===== config.mk =====
export PLATFORM = sky130hd
export DESIGN_NAME = decoder_rr_arbiter_flat
export DESIGN_NICKNAME = d
export VERILOG_FILES = /design/src/rtl/arb_pkg.sv /design/src/rtl/decoder_rr_arbiter_if.sv /design/src/rtl/decoder.sv /design/src/rtl/decoder_rr_arbiter.sv /design/src/flat_wrapper.sv
export SDC_FILE = /design/constraint.sdc
export NUM_CORES = 1
export LEC_CHECK = 0
export ABC_CLOCK_PERIOD_IN_PS = 3450
export BUFFER_PORTS_ARGS = -buffer_cell sky130_fd_sc_hd__buf_2
export CAP_MARGIN = 20
export CORE_MARGIN = 5
export CORE_UTILIZATION = 30
export DETAILED_ROUTE_END_ITERATION = 12
export GPL_TIMING_DRIVEN = 1
export PLACE_DENSITY = 0.54
export SETUP_SLACK_MARGIN = 0.05
export SLEW_MARGIN = 20
export SYNTH_ARGS = -nofsm -noshare
export SYNTH_HDL_FRONTEND = slang
export SYNTH_HIERARCHICAL = 1
export SYNTH_SLANG_ARGS = --single-unit

===== constraint.sdc =====
create_clock -name clka -period 3.45 [get_ports clka]
set_input_delay 0.5175 -clock clka [delete_from_list [all_inputs] [get_ports clka]]
set_output_delay 0.5175 -clock clka [all_outputs]
set_load 0.1 [all_outputs]

===== src/rtl/arb_pkg.sv =====
// Shared widths, FSM encoding and search-result type for the decoder round-robin arbiter.
package arb_pkg;

    localparam int N_REQ = 8;
    localparam int IDX_W = 3;

    typedef enum logic {
        IDLE  = 1'b0,
        GRANT = 1'b1
    } arb_state_t;

    typedef struct packed {
        logic             found;
        logic [IDX_W-1:0] idx;
    } win_t;

endpackage


===== src/rtl/decoder_rr_arbiter_if.sv =====
// Request/grant bundle between requester logic (master) and the arbiter (slave).
interface decoder_rr_arbiter_if;
    import arb_pkg::*;

    logic [N_REQ-1:0] req;
    logic             gnt_valid;
    logic [IDX_W-1:0] gnt_idx;
    logic [N_REQ-1:0] gnt;
    logic [7:0]       hold_cnt;

    modport master (output req, input gnt_valid, gnt_idx, gnt, hold_cnt);
    modport slave  (input req, output gnt_valid, gnt_idx, gnt, hold_cnt);

endinterface


===== src/rtl/decoder.sv =====
// 3-to-8 decoder with enable; all outputs low when E is low.
module decoder
    import arb_pkg::*;
(
    input  logic             E,
    input  logic [IDX_W-1:0] In,
    output logic [N_REQ-1:0] Out
);

    always_comb begin
        // NOTE: default every combinational output first so no path leaves it unassigned (no latch).
        Out = '0;
        if (E) Out[In] = 1'b1;
    end

endmodule


===== src/rtl/decoder_rr_arbiter.sv =====
// Round-robin arbiter for eight requesters with a hold limit under contention;
// the grant index/enable feed a 3-to-8 decoder that produces the one-hot grant.
module decoder_rr_arbiter
    import arb_pkg::*;
#(
    parameter int MAX_HOLD = 8
) (
    input  logic                clka,
    input  logic                rst,
    decoder_rr_arbiter_if.slave bus
);

    localparam logic [7:0] HOLD_MAX = 8'(MAX_HOLD - 1);

    arb_state_t       state_q, state_d;
    logic             valid_q, valid_d;
    logic [IDX_W-1:0] idx_q,   idx_d;
    logic [IDX_W-1:0] last_q,  last_d;
    logic [7:0]       hold_q,  hold_d;

    logic [N_REQ-1:0] others;
    win_t             any_win;
    win_t             rot_win;

    // First set bit scanning from+1, from+2, ... wrapping; from itself is checked last.
    function automatic win_t next_winner(input logic [N_REQ-1:0] r,
                                         input logic [IDX_W-1:0] from);
        win_t             w;
        logic [IDX_W-1:0] cand;
        w.found = 1'b0;
        w.idx   = from;
        for (int k = N_REQ; k >= 1; k--) begin
            cand = from + IDX_W'(k);
            if (r[cand]) begin
                w.found = 1'b1;
                w.idx   = cand;
            end
        end
        return w;
    endfunction

    always_comb begin
        state_d = state_q;
        valid_d = valid_q;
        idx_d   = idx_q;
        last_d  = last_q;
        hold_d  = hold_q;

        others  = bus.req & ~(N_REQ'(1) << idx_q);
        any_win = next_winner(bus.req, last_q);
        rot_win = next_winner(others, last_q);

        unique case (state_q)
            IDLE: begin
                if (any_win.found) begin
                    state_d = GRANT;
                    valid_d = 1'b1;
                    idx_d   = any_win.idx;
                    last_d  = any_win.idx;
                    hold_d  = '0;
                end
            end
            GRANT: begin
                if (!bus.req[idx_q]) begin
                    // Holder released: its bit is clear, so the plain search skips it.
                    if (any_win.found) begin
                        idx_d  = any_win.idx;
                        last_d = any_win.idx;
                        hold_d = '0;
                    end else begin
                        state_d = IDLE;
                        valid_d = 1'b0;
                        hold_d  = '0;
                    end
                end else if (rot_win.found && hold_q == HOLD_MAX) begin
                    idx_d  = rot_win.idx;
                    last_d = rot_win.idx;
                    hold_d = '0;
                end else if (hold_q != HOLD_MAX) begin
                    hold_d = hold_q + 8'd1;
                end
            end
            default: state_d = IDLE;
        endcase
    end

    always_ff @(posedge clka or posedge rst) begin
        if (rst) begin
            state_q <= IDLE;
            valid_q <= 1'b0;
            idx_q   <= '0;
            last_q  <= IDX_W'(N_REQ - 1);
            hold_q  <= '0;
        end else begin
            // NOTE: non-blocking for all state so every flop samples pre-edge values.
            state_q <= state_d;
            valid_q <= valid_d;
            idx_q   <= idx_d;
            last_q  <= last_d;
            hold_q  <= hold_d;
        end
    end

    assign bus.gnt_valid = valid_q;
    assign bus.gnt_idx   = idx_q;
    assign bus.hold_cnt  = hold_q;

    decoder u_decoder (
        .E   (valid_q),
        .In  (idx_q),
        .Out (bus.gnt)
    );

endmodule


===== src/flat_wrapper.sv =====
// flat-port wrapper written by rule: the top's interface ports become plain ports
module decoder_rr_arbiter_flat import arb_pkg::*;
#(
    parameter int MAX_HOLD = 8
)
  (clka, rst, bus_req, bus_gnt_valid, bus_gnt_idx, bus_gnt, bus_hold_cnt);
  decoder_rr_arbiter_if bus_i ();
  input  logic clka;
  input  logic rst;
  input wire logic [$bits(bus_i.req)-1:0] bus_req;
  output wire logic [$bits(bus_i.gnt_valid)-1:0] bus_gnt_valid;
  output wire logic [$bits(bus_i.gnt_idx)-1:0] bus_gnt_idx;
  output wire logic [$bits(bus_i.gnt)-1:0] bus_gnt;
  output wire logic [$bits(bus_i.hold_cnt)-1:0] bus_hold_cnt;
  assign bus_i.req = bus_req;
  assign bus_gnt_valid = bus_i.gnt_valid;
  assign bus_gnt_idx = bus_i.gnt_idx;
  assign bus_gnt = bus_i.gnt;
  assign bus_hold_cnt = bus_i.hold_cnt;
  decoder_rr_arbiter #(.MAX_HOLD(MAX_HOLD)) u_core (.clka(clka), .rst(rst), .bus(bus_i));
endmodule

== After elaboration in Yosys (flattened, before gate mapping) ==
Index checks and enable logic that the tools add are counted.

* Output and inout bits: 20
* Register bits after elaboration: 16
* Input bits: 10

* Magnitude comparators: 10
* Reductions and logical operators: 4
* Shift-type cells: 1
* Bitwise gates (word level): 3
* Mux-type cells: 72
* Eq/ne operators: 7
* Add/subtract/negate cells: 8

{| class="wikitable"
|+ Operator list
! kind !! count
|-
| $mux 4 || 16
|-
| $bmux 1 s3 || 17
|-
| $mux 8 || 5
|-
| $lt 3x4->1 const B || 9
|-
| $mux 1 || 23
|-
| $pmux 8 s2 || 1
|-
| $mux 3 || 5
|-
| $add 3x3->3 const B || 4
|-
| $pmux 3 s2 || 2
|-
| $add 8x1->8 const B || 1
|-
| $and 8x8->8 || 1
|-
| $eq 8x3->1 const B || 1
|-
| $ne 8x3->1 const B || 1
|-
| $not 8->8 || 1
|-
| $shl 1x3->8 const A || 1
|-
| $add 3x2->3 const B || 2
|-
| $ne 2x2->1 const B || 2
|-
| $ne 4x4->1 const B || 1
|-
| $pmux 1 s2 || 2
|-
| $add 3x1->3 const B || 1
|-
| $demux 1 s3 || 1
|-
| $ge 3x1->1 const B || 1
|-
| $ne 3x3->1 const B || 1
|-
| $reduce_and 3->1 || 1
|-
| 4 further kinds || 5
|}

== Logic depth before layout (Yosys ltp) ==
Gate-level depths: netlist of run 1.

* Depth after elaboration: 17
* Mapped depth: 15
* Depth with buffers taken out: 11

== Hierarchy ==
Netlist of run 1, hierarchy kept.

{| class="wikitable"
|+ Modules (own cells, without submodules)
! module !! instances !! sequential area each (µm²) !! cells each !! area an instance (µm²)
|-
| decoder_rr_arbiter || 1 || 404.1 || 278 || 2,314.7
|-
| decoder || 1 || 0.0 || 8 || 95.1
|}

== Least setup slack after synthesis of run 1 ==
OpenSTA, ideal clock, no wires.

* Path kind: flip-flop to flip-flop
* From: reg u_core.last_q[0]
* To: reg u_core.idx_q[0] (netlist: u_core/bus.gnt_idx[0])
* Period minus slack after synthesis: 3.517 ns
* Path buffers: 4
* Arrival time: 3.395 ns
* Cell stages (with the launch flop): 15
* Slack: -0.067 ns
* Data required time: 3.328 ns
* Library setup time: 0.122 ns
* Cells stage by stage: dfstp_2 -> buf_6 -> buf_2 -> buf_6 -> inv_1 -> ha_1 -> buf_2 -> mux4_2 -> and2_1 -> or4_4 -> a2111oi_4 -> a21oi_1 -> a21o_1 -> o22ai_2 -> o21ai_1

* Longest elaborated chain between the ends: 13
* Elaborated cells between the ends (all ways): 61
* Classes of those cells: 7 x add/sub; 1 x eq/ne; 52 x mux; 1 x reduce/logical

{| class="wikitable"
|+ Ends and longest elaborated chain
! element !! RTL line !! RTL
|-
| from (decl) || decoder_rr_arbiter.sv:18 || <nowiki>logic [IDX_W-1:0] last_q, last_d;</nowiki>
|-
| from (signal assigned) || decoder_rr_arbiter.sv:92 || <nowiki>last_q <= IDX_W'(N_REQ - 1);</nowiki>
|-
| from (signal assigned) || decoder_rr_arbiter.sv:99 || <nowiki>last_q <= last_d;</nowiki>
|-
| $add 3x3->3 or $bmux 1 s3 (tied branches) || decoder_rr_arbiter.sv:33, decoder_rr_arbiter.sv:34 ||
|-
| $bmux 1 s3 or $mux 1 (tied branches) || decoder_rr_arbiter.sv:34 || <nowiki>if (r[cand]) begin</nowiki>
|-
| $mux 1 (implied by the code) or $mux 4 (tied branches) || decoder_rr_arbiter.sv:34 ||
|-
| $mux 4 (7 in series) || decoder_rr_arbiter.sv:34 ||
|-
| $mux 3, on equally long branches || decoder_rr_arbiter.sv:55, decoder_rr_arbiter.sv:66, decoder_rr_arbiter.sv:75 ||
|-
| $mux 3 || decoder_rr_arbiter.sv:64 || <nowiki>if (!bus.req[idx_q]) begin</nowiki>
|-
| $pmux 3 s2 || decoder_rr_arbiter.sv:53 || <nowiki>unique case (state_q)</nowiki>
|-
| to (signal assigned) || decoder_rr_arbiter.sv:98 || <nowiki>idx_q <= idx_d;</nowiki>
|-
| to (decl) || decoder_rr_arbiter.sv:17 || <nowiki>logic [IDX_W-1:0] idx_q, idx_d;</nowiki>
|}

Several ways; a longest one is shown, not always the timed one. The select of a mux whose other input is x is not followed.
A chain may end at the register's enable or synchronous reset.

== Worst setup path after layout of run 1 ==
* From: reg u_core.last_q[1]
* To: reg u_core.idx_q[0] (netlist: u_core/bus.gnt_idx[0])

The elaborated chain is that of the path after synthesis.

==> results.md, run 1 <==
Status:
- The flow ran to the end, and the final reports show no timing, DRC or antenna violations.

Cells and area:
- The storage element area is 404 um^2.
- Relative to the synthesized area, the layout overhead comes to 17.0%.
- Cells with a size suffix above 1 make up 29.6% of the layout.
- The number of nets in the layout is 335.
- The final-layout fill cell count is 823.
- The final non-filler cell total is 423.
- Summing all multi-input logic gate instances after layout gives 0.00190 mm^2.
- The repair_antennas step left the layout with diodes totalling 0.

Routing:
- After the first detailed-routing iteration, the DRC count stood at 153.
- Using the TritonRoute via totals, the vias-per-cell ratio works out to 5.84.
- Once detail routing completed, the nets flagged for antenna violations numbered 0.
- The number of iterations in the first detailed-routing pass is 4.
- For this run, design rule violations remaining after detail routing come to 0.
- The routed wire length is 7210 um.
- For this block, the via count after detailed routing is 2,470.
- The average routed wire per standard cell is 17.0 um.

GRT:
- Entering global routing, the biggest net connects 30 pins.
- The number of antenna violations at the first check in global routing is 0.
- Across every metal layer, demand over resource in global routing totals 14.6%.
- The first-pass GRT wire length is 12,100 um.
- The residual overflow from global routing is 0.
- The via count of the first global-routing pass is 2,314.

STA:
- The worst slew margin relative to its limit is 44.2%.
- The minimum clock period after layout is 3.20 ns.
- The worst hold margin is 0.344 ns.
- The final-report max-slew violation count is 0.
- The clock arrives with 0.00587 ns of skew.
- Setup violations remaining at the end of the flow were counted as 0.
- In the final timing run, aggregate negative setup slack is 0 ns.
- At the pin with the least slew margin, the transition time is 0.835 ns.
- The number of hold violations in the final report is 0.
- Setup repair after global routing left no endpoint under its margin.
- Static timing analysis puts the maximum clock frequency at 0.313 GHz.
- The fraction of the cycle the final worst path needs is 92.7%.

Synth:
- The flip-flop cell with the highest count after synthesis is sky130_fd_sc_hd__dfrtp_1.
- After technology mapping, the gate count stands at 286.
- The synthesized design contains 0 enable-type register cells.
- The share of the Yosys chip area taken by registers is 16.8%.
- Summed over its instances, the top area cell type makes up 14.0% of the synthesized netlist area.
- The count of unique library cells instantiated by Yosys is 74.
- In this run, synthesis produced a sequential element count of 16.
- The number of synthesis warnings is 6.
- The mean instance size in the synthesized netlist is 8.43 um^2.
- When the netlist entered floorplanning its net count stood at 299.
- The cell type with the largest total area after synthesis is sky130_fd_sc_hd__mux4_2.
- The summed instance area of the synthesized netlist is 0.00241 mm^2.
- The async set-reset flop share out of synthesis is 100%.
- Sorting the synthesized cells by area gives the leading types as sky130_fd_sc_hd__mux4_2 (14%), sky130_fd_sc_hd__dfrtp_1 (13%), sky130_fd_sc_hd__nand2_1 (6.5%), sky130_fd_sc_hd__a21oi_1 (3.5%), sky130_fd_sc_hd__mux2i_1 (3.3%).

Job:
- Across the run, the number of max-cap violations was 0.

Placement:
- The HPWL after detailed placement is 5600 um.
- Including well taps, the total number of placed cells is 418.
- The routability-driven placement congestion ratio is 1.02.
- The number of buffers added on ports is 29.

CTS:
- Clock latency on the worst-skew pair, taken at its later pin, is 0.25 ns.
- In this run the number of H-tree levels came out at 1.
- The number of clock buffers added by TritonCTS is 3.
- The sink count of the clock tree is 16.
- TritonCTS built the clock tree.
- The clock transition at the registers of the reported paths is 0.07 ns.
- The CTS root buffer is sky130_fd_sc_hd__clkbuf_8.
- No sink is reached through more buffers than the 2 on the longest clock path.

Critical path:
- The worst register-to-register path begins at u_core/last_q[1].
- The origin of the worst setup path is u_core/last_q[1].
- The number of cells on the worst reg-to-reg path is 10.
- The critical path in this run is classified as reg -> reg.
- The worst register-to-register path ends at u_core/bus.gnt_idx[0].
- Of all nets on the critical path, the largest fanout is 7.
- The total stage count of the critical path is 10.
- The internal reg-to-reg setup slack is 0.25 ns.
- For this run, the slowest stage of the critical path takes 0.55 ns.
- Following the worst setup path forward leads to its endpoint at u_core/bus.gnt_idx[0].
- Traced cell by cell, the critical path runs through clkinv_1, ha_4, mux4_2, and2_1, or4_4, a2111oi_4, and2_4, o31ai_1, o22ai_2, o21ai_1.
- The cell family contributing the most delay on the critical path is simple AND/OR/NAND/NOR gates.
- STA classifies the critical path startpoint as a flop.
- The capturing element type of the critical path is a flop.
- The worst path required time is 3.57 ns.
- The largest individual stage delay along the critical path comes from the cell sky130_fd_sc_hd__dfstp_2.
- At the worst endpoint, the arrival time is 3.32 ns.
- The count of buffering cells on the critical path with inverters included is 1.

Floorplan:
- The placeable core region is 0.00777 mm^2.
- The floorplan has 32 rows.
- The overall die height is 99.6 um.
- The initial utilization of the core area, before any placement, comes to 31.0%.
- The width of the die is 99.6 um.
- The die covers 0.00993 mm^2.
- 30 I/O pins were placed.

Min path:
- The classification of the worst-slack hold path is in -> async.
-- worst reg2reg max path: cells and delay by family (launching register included) --
kind | cells | cell delay [ns]
AOI/OAI and AO/OA | 4 | 0.73
adders and majority gates | 1 | 0.34
buffers and inverters | 1 | 0.11
DFF | 1 | 0.55
muxes | 1 | 0.37
and+or+nand+nor | 3 | 0.98
-- cell families (layout without fill, tap and decap cells) --
kind of cell,after synthesis,count (layout),share of synthesized area (%)
flops,16,16,16.8
xor+xnor,4,4,1.77
mux,27,27,19.2
fa+ha+maj,3,3,1.56
simple gates,120,120,27.6
buf+inv,27,62,5.66
compound gates,89,89,27.4
-- layer usage --
metal | track usage (%) | vias to the layer above | share of wire (%)
met3 | 1.12 | 11 | 4.9
met5 | 0 | - | 0
met1 | 22.2 | 1168 | 49
met4 | 3.26 | 0 | 2.0
met2 | 22.5 | 99 | 44
li1 | - | 1192 | -
-- layout make-up --
type / count / area share [%]
inverters: 13 / 1.82
well taps: 102 / 4.53
multi-input cells: 243 / 67.5
flip-flops and latches: 16 / 14.3
repair buffers: 45 / 9.85
clock buffers: 4 / 1.95
-- cells in the final DEF (no fill, tap or decap), types with 3 or more instances in the layout --
cell / instances
sky130_fd_sc_hd__a221oi_1: 5
sky130_fd_sc_hd__nor2b_1: 7
sky130_fd_sc_hd__mux2_2: 4
sky130_fd_sc_hd__o22ai_1: 5
sky130_fd_sc_hd__a31oi_1: 3
sky130_fd_sc_hd__nand3b_1: 4
sky130_fd_sc_hd__dfstp_2: 3
sky130_fd_sc_hd__nor3_1: 11
sky130_fd_sc_hd__buf_4: 15
sky130_fd_sc_hd__o211ai_1: 5
sky130_fd_sc_hd__a21o_1: 3
sky130_fd_sc_hd__o21a_1: 4
sky130_fd_sc_hd__and2_1: 5
sky130_fd_sc_hd__clkbuf_8: 4
sky130_fd_sc_hd__nor2_1: 12
sky130_fd_sc_hd__a22oi_1: 3
sky130_fd_sc_hd__o31ai_1: 3
sky130_fd_sc_hd__nand2b_1: 5
sky130_fd_sc_hd__o21ai_1: 5
sky130_fd_sc_hd__mux2i_1: 8
sky130_fd_sc_hd__a211oi_1: 3
sky130_fd_sc_hd__mux4_2: 15
sky130_fd_sc_hd__dfrtp_1: 13
sky130_fd_sc_hd__buf_2: 29
sky130_fd_sc_hd__nand2_1: 41
sky130_fd_sc_hd__a21oi_2: 3
sky130_fd_sc_hd__a211o_1: 3
sky130_fd_sc_hd__inv_1: 10
sky130_fd_sc_hd__nor3b_1: 4
sky130_fd_sc_hd__o21ai_0: 8
sky130_fd_sc_hd__a21oi_1: 16
sky130_fd_sc_hd__nand3_1: 9
-- worst min path at each step --
stage | from | slack [ns] | to | cells past startpoint
final | rst | 0.34 | u_core/bus.hold_cnt[6] | 2
after global placement | u_core/bus.hold_cnt[0] | 0.51 | u_core/bus.hold_cnt[0] | 1
after CTS | rst | 0.37 | u_core/bus.hold_cnt[6] | 2
after global routing | rst | 0.41 | u_core/bus.hold_cnt[6] | 2
after detailed placement | u_core/bus.hold_cnt[0] | 0.52 | u_core/bus.hold_cnt[0] | 1
after floorplan | rst | 0.43 | u_core/bus.gnt_idx[0] | 1
-- stage by stage --
stage          utilization, %  area (um^2)  setup slack [ns]
6_report                 36.3         2820             0.252
3_5_place_dp             35.3         2740             0.217
3_3_place_gp             35.3         2740             0.236
5_1_grt                  36.3         2820            0.0831
4_1_cts                  36.0         2800             0.199
2_1_floorplan               -         2440            0.0646
-- Yosys cell counts, types with 3 or more instances --
master,instances
sky130_fd_sc_hd__nand2_1,42
sky130_fd_sc_hd__a21oi_1,17
sky130_fd_sc_hd__mux4_2,15
sky130_fd_sc_hd__dfrtp_1,13
sky130_fd_sc_hd__nor2_1,12
sky130_fd_sc_hd__nor3_1,11
sky130_fd_sc_hd__inv_1,10
sky130_fd_sc_hd__nand3_1,9
sky130_fd_sc_hd__buf_2,8
sky130_fd_sc_hd__mux2i_1,8
sky130_fd_sc_hd__o21ai_0,8
sky130_fd_sc_hd__nor2b_1,7
sky130_fd_sc_hd__and2_1,6
sky130_fd_sc_hd__a221oi_1,5
sky130_fd_sc_hd__nand2b_1,5
sky130_fd_sc_hd__o211ai_1,5
sky130_fd_sc_hd__o21ai_1,5
sky130_fd_sc_hd__o22ai_1,5
sky130_fd_sc_hd__a22oi_1,4
sky130_fd_sc_hd__mux2_2,4
sky130_fd_sc_hd__nand3b_1,4
sky130_fd_sc_hd__nor3b_1,4
sky130_fd_sc_hd__o21a_1,4
sky130_fd_sc_hd__a211o_1,3
sky130_fd_sc_hd__a211oi_1,3
sky130_fd_sc_hd__a21o_1,3
sky130_fd_sc_hd__a31oi_1,3
sky130_fd_sc_hd__dfstp_2,3
sky130_fd_sc_hd__ha_1,3
sky130_fd_sc_hd__o31ai_1,3
-- flip-flops by register name, summed over array words and instances, names as in the netlist --
name	cells
u_core/last_q	3
u_core/state_q	1
u_core/bus.gnt_valid	1
u_core/bus.hold_cnt	8
u_core/bus.gnt_idx	3
-- what timing repair did --
item,in CTS,in global routing
setup endpoints to repair,0,5
hold buffers,0,0
resized for setup,0,2
hold endpoints to repair,0,0
setup buffers,0,1
Power of run 1 is left out: the tool's default activity adds up to more than one toggle a clock period on the data nets, which glitch-free logic cannot reach.
==> run 2, diff against run 1 <==
- ABC_CLOCK_PERIOD_IN_PS: 3450 -> 4000
- PLACE_DENSITY: 0.54 -> 0.53
- SKIP_CTS_REPAIR_TIMING: not set -> 1
- clock period: 3.45 -> 4 ns (I/O delays scaled with it)
==> run 2 against run 1 <==
Against the previous run:
- clock skew is 0.0043 ns lower
- maximum frequency is 7.1% lower
- cell area is 4.6% lower
- non-clock buffer count is 11 lower
- flip-flop and latch count stayed put
- largest cell class unchanged
==> results.md, run 2 (synthesis results as in run 1) <==
Status:
- The run finished with clean final reports.

Cells and area:
- The number of nets in the layout is 324 (-3.3%).
- The antenna diode count is 0 (unchanged).
- The number of flip-flops under the largest register name is 8 (unchanged).
- The most common library cell in the layout ignoring fill and taps is sky130_fd_sc_hd__nand2_1.
- In the layout the commonest cells are sky130_fd_sc_hd__nand2_1 (42), sky130_fd_sc_hd__buf_2 (29), sky130_fd_sc_hd__a21oi_1 (17).
- The fraction of final layout cells sized beyond drive strength 1 is 25.2% (-4.4 points).
- The final-layout fill cell count is 847 (+2.9%).
- The area growth from synthesis to layout is 11.6%.

GRT:
- The largest net degree at the start of global routing is 26 (-13%).
- The residual overflow from global routing is 0 (unchanged).
- The first-pass GRT wire length is 11,600 um (-4.6%).
- The number of antenna violations at the first check in global routing is 0 (unchanged).
- The via count of the first global-routing pass is 2,269 (-1.9%).
- The global-route usage over all layers is 14.3% (-0.29 points).

STA:
- Setup repair after global routing left no endpoint under its margin.
- The final sum of negative setup slack is 0 ns (unchanged).
- The number of hold violations in the final report is 0 (unchanged).
- The peak clock frequency supported by timing is 0.291 GHz (-7.1%).
- The transition time of the tightest slew-check pin came to 0.732 ns (-0.103 ns).
- The maximum clock skew at final layout was 0.00158 ns (-0.00429 ns).
- The final-report max-slew violation count is 0 (unchanged).
- The fraction of the cycle the final worst path needs is 86.1% (-6.6 points).
- The minimum clock period after layout is 3.44 ns (+0.245 ns).
- The total of endpoints with negative setup slack in the final report is 0 (unchanged).
- The worst slew margin relative to its limit is 50.7% (+6.5 points).

CTS:
- The sink count of the clock tree was 16 (unchanged).
- The maximum level of the CTS H-tree is 1 (unchanged).
- The maximum buffer depth of the clock tree is 2 (unchanged).
- The latest clock arrival within the worst-skew pair is 0.25 ns (about the same).
- The TritonCTS clock tree is built.
- The clock transition at the registers of the reported paths was 0.06 ns (about the same).
- The CTS buffer count is 3 (unchanged).
- The CTS root buffer is sky130_fd_sc_hd__clkbuf_8.

Floorplan:
- The effective utilization at floorplan came to 31.0% (unchanged).
- The placeable core region came to 0.00777 mm^2 (unchanged).
- The width of the die came to 99.6 um (unchanged).
- The overall die height is 99.6 um (unchanged).
- The die outline area is 0.00993 mm^2 (unchanged).
- The number of top-level pins is 30 (unchanged).
- The number of rows in the core area is 32 (unchanged).

Critical path:
- The endpoint of the worst register-to-register path is u_core/bus.hold_cnt[7].
- The arrival time of data at the critical path endpoint is 3.62 ns (+0.30 ns).
- The internal reg-to-reg setup slack is 0.56 ns (+0.31 ns).
- The critical path class is reg -> reg.
- In this run the critical register-to-register path is launched from u_core/last_q[1].
- The number of cells traversed by the worst register-to-register path came to 9 (-1).
- The capturing element type of the critical path is a flop.
- The category of the worst setup path launch point is a flop.
- The worst-path maximum fanout came to 16 (+9).
- The worst path required time is 4.18 ns (+0.61 ns).

Routing:
- The number of vias per cell came to 6.00 (+2.8%).
- The total number of vias is 2,474 (+0.16%).
- The DRC violation count after routing was 0 (unchanged).
- The average routed wire per standard cell is 17.4 um (+2.2%).
- The routed wire length was 7180 um (-0.49%).
- The number of iterations in the first detailed-routing pass is 4 (unchanged).
- The remaining antenna violation count after routing is 0 (unchanged).
- The detailed router's first-iteration violation count was 161 (+5.2%).

Placement:
- The number of buffers added on ports is 29 (unchanged).
- The HPWL after detailed placement came to 5490 um (-1.9%).
- The routability-driven placement congestion ratio is 0.885 (-13%).

Job:
- The max-cap violation count was 0 (unchanged).

Min path:
- The classification of the worst-slack hold path is in -> async.
run 2: worst max-delay path by stage:
stage,startpoint,cells after the start,slack (ns),end
after global placement,u_core/last_q[1],9,0.61,u_core/bus.hold_cnt[7]
after detailed placement,u_core/last_q[1],9,0.60,u_core/bus.hold_cnt[7]
final,u_core/last_q[1],9,0.56,u_core/bus.hold_cnt[7]
after global routing,u_core/bus.gnt_idx[0],8,0.32,u_core/bus.hold_cnt[7]
after floorplan,u_core/last_q[0],14,0.48,u_core/bus.gnt_idx[0]
after CTS,u_core/last_q[1],9,0.57,u_core/bus.hold_cnt[7]
run 2: per-stage QoR:
step / util, % / std cells / hold WS (ns) / cell area [um^2] / setup WS [ns]
after detailed placement: 33.9 / 408 / 0.501 / 2640 / 0.599
final: 34.6 / 412 / 0.403 / 2690 / 0.558
after CTS: 34.6 / 412 / 0.426 / 2690 / 0.569
after global routing: 34.6 / 412 / 0.448 / 2690 / 0.319
after global placement: 33.9 / 408 / 0.507 / 2640 / 0.609
after floorplan: - / 286 / 0.512 / 2410 / 0.483
run 2: worst max-delay path: stages, from the launching register on:
cell	delay, ns
sky130_fd_sc_hd__dfstp_2	0.53
sky130_fd_sc_hd__buf_4	0.25
sky130_fd_sc_hd__ha_1	0.31
sky130_fd_sc_hd__xor2_1	0.54
sky130_fd_sc_hd__nor3_1	0.14
sky130_fd_sc_hd__a2111o_1	0.40
sky130_fd_sc_hd__nor4_1	0.49
sky130_fd_sc_hd__o21a_1	0.38
sky130_fd_sc_hd__a41oi_1	0.16
sky130_fd_sc_hd__a31oi_1	0.15
run 2: area by class of cell:
type / count / area [um^2] / share of cell area [%]
Inverter: 13 / 51.3 / 1.91
Timing Repair Buffer: 34 / 183 / 6.79
Clock buffer: 4 / 55.1 / 2.05
Multi-Input combinational cell: 243 / 1870 / 69.5
Sequential cell: 16 / 404 / 15.0
Tap cell: 102 / 128 / 4.74
run 2: layer usage:
metal	vias to the layer above	global-route usage, %	part of all wire (%)
met2	110	21.1	46
met1	1173	20.4	45
met4	0	6.30	2.7
li1	1173	-	-
met5	-	0	0
met3	18	2.45	6.1
Power of run 2 is left out for the same reason.
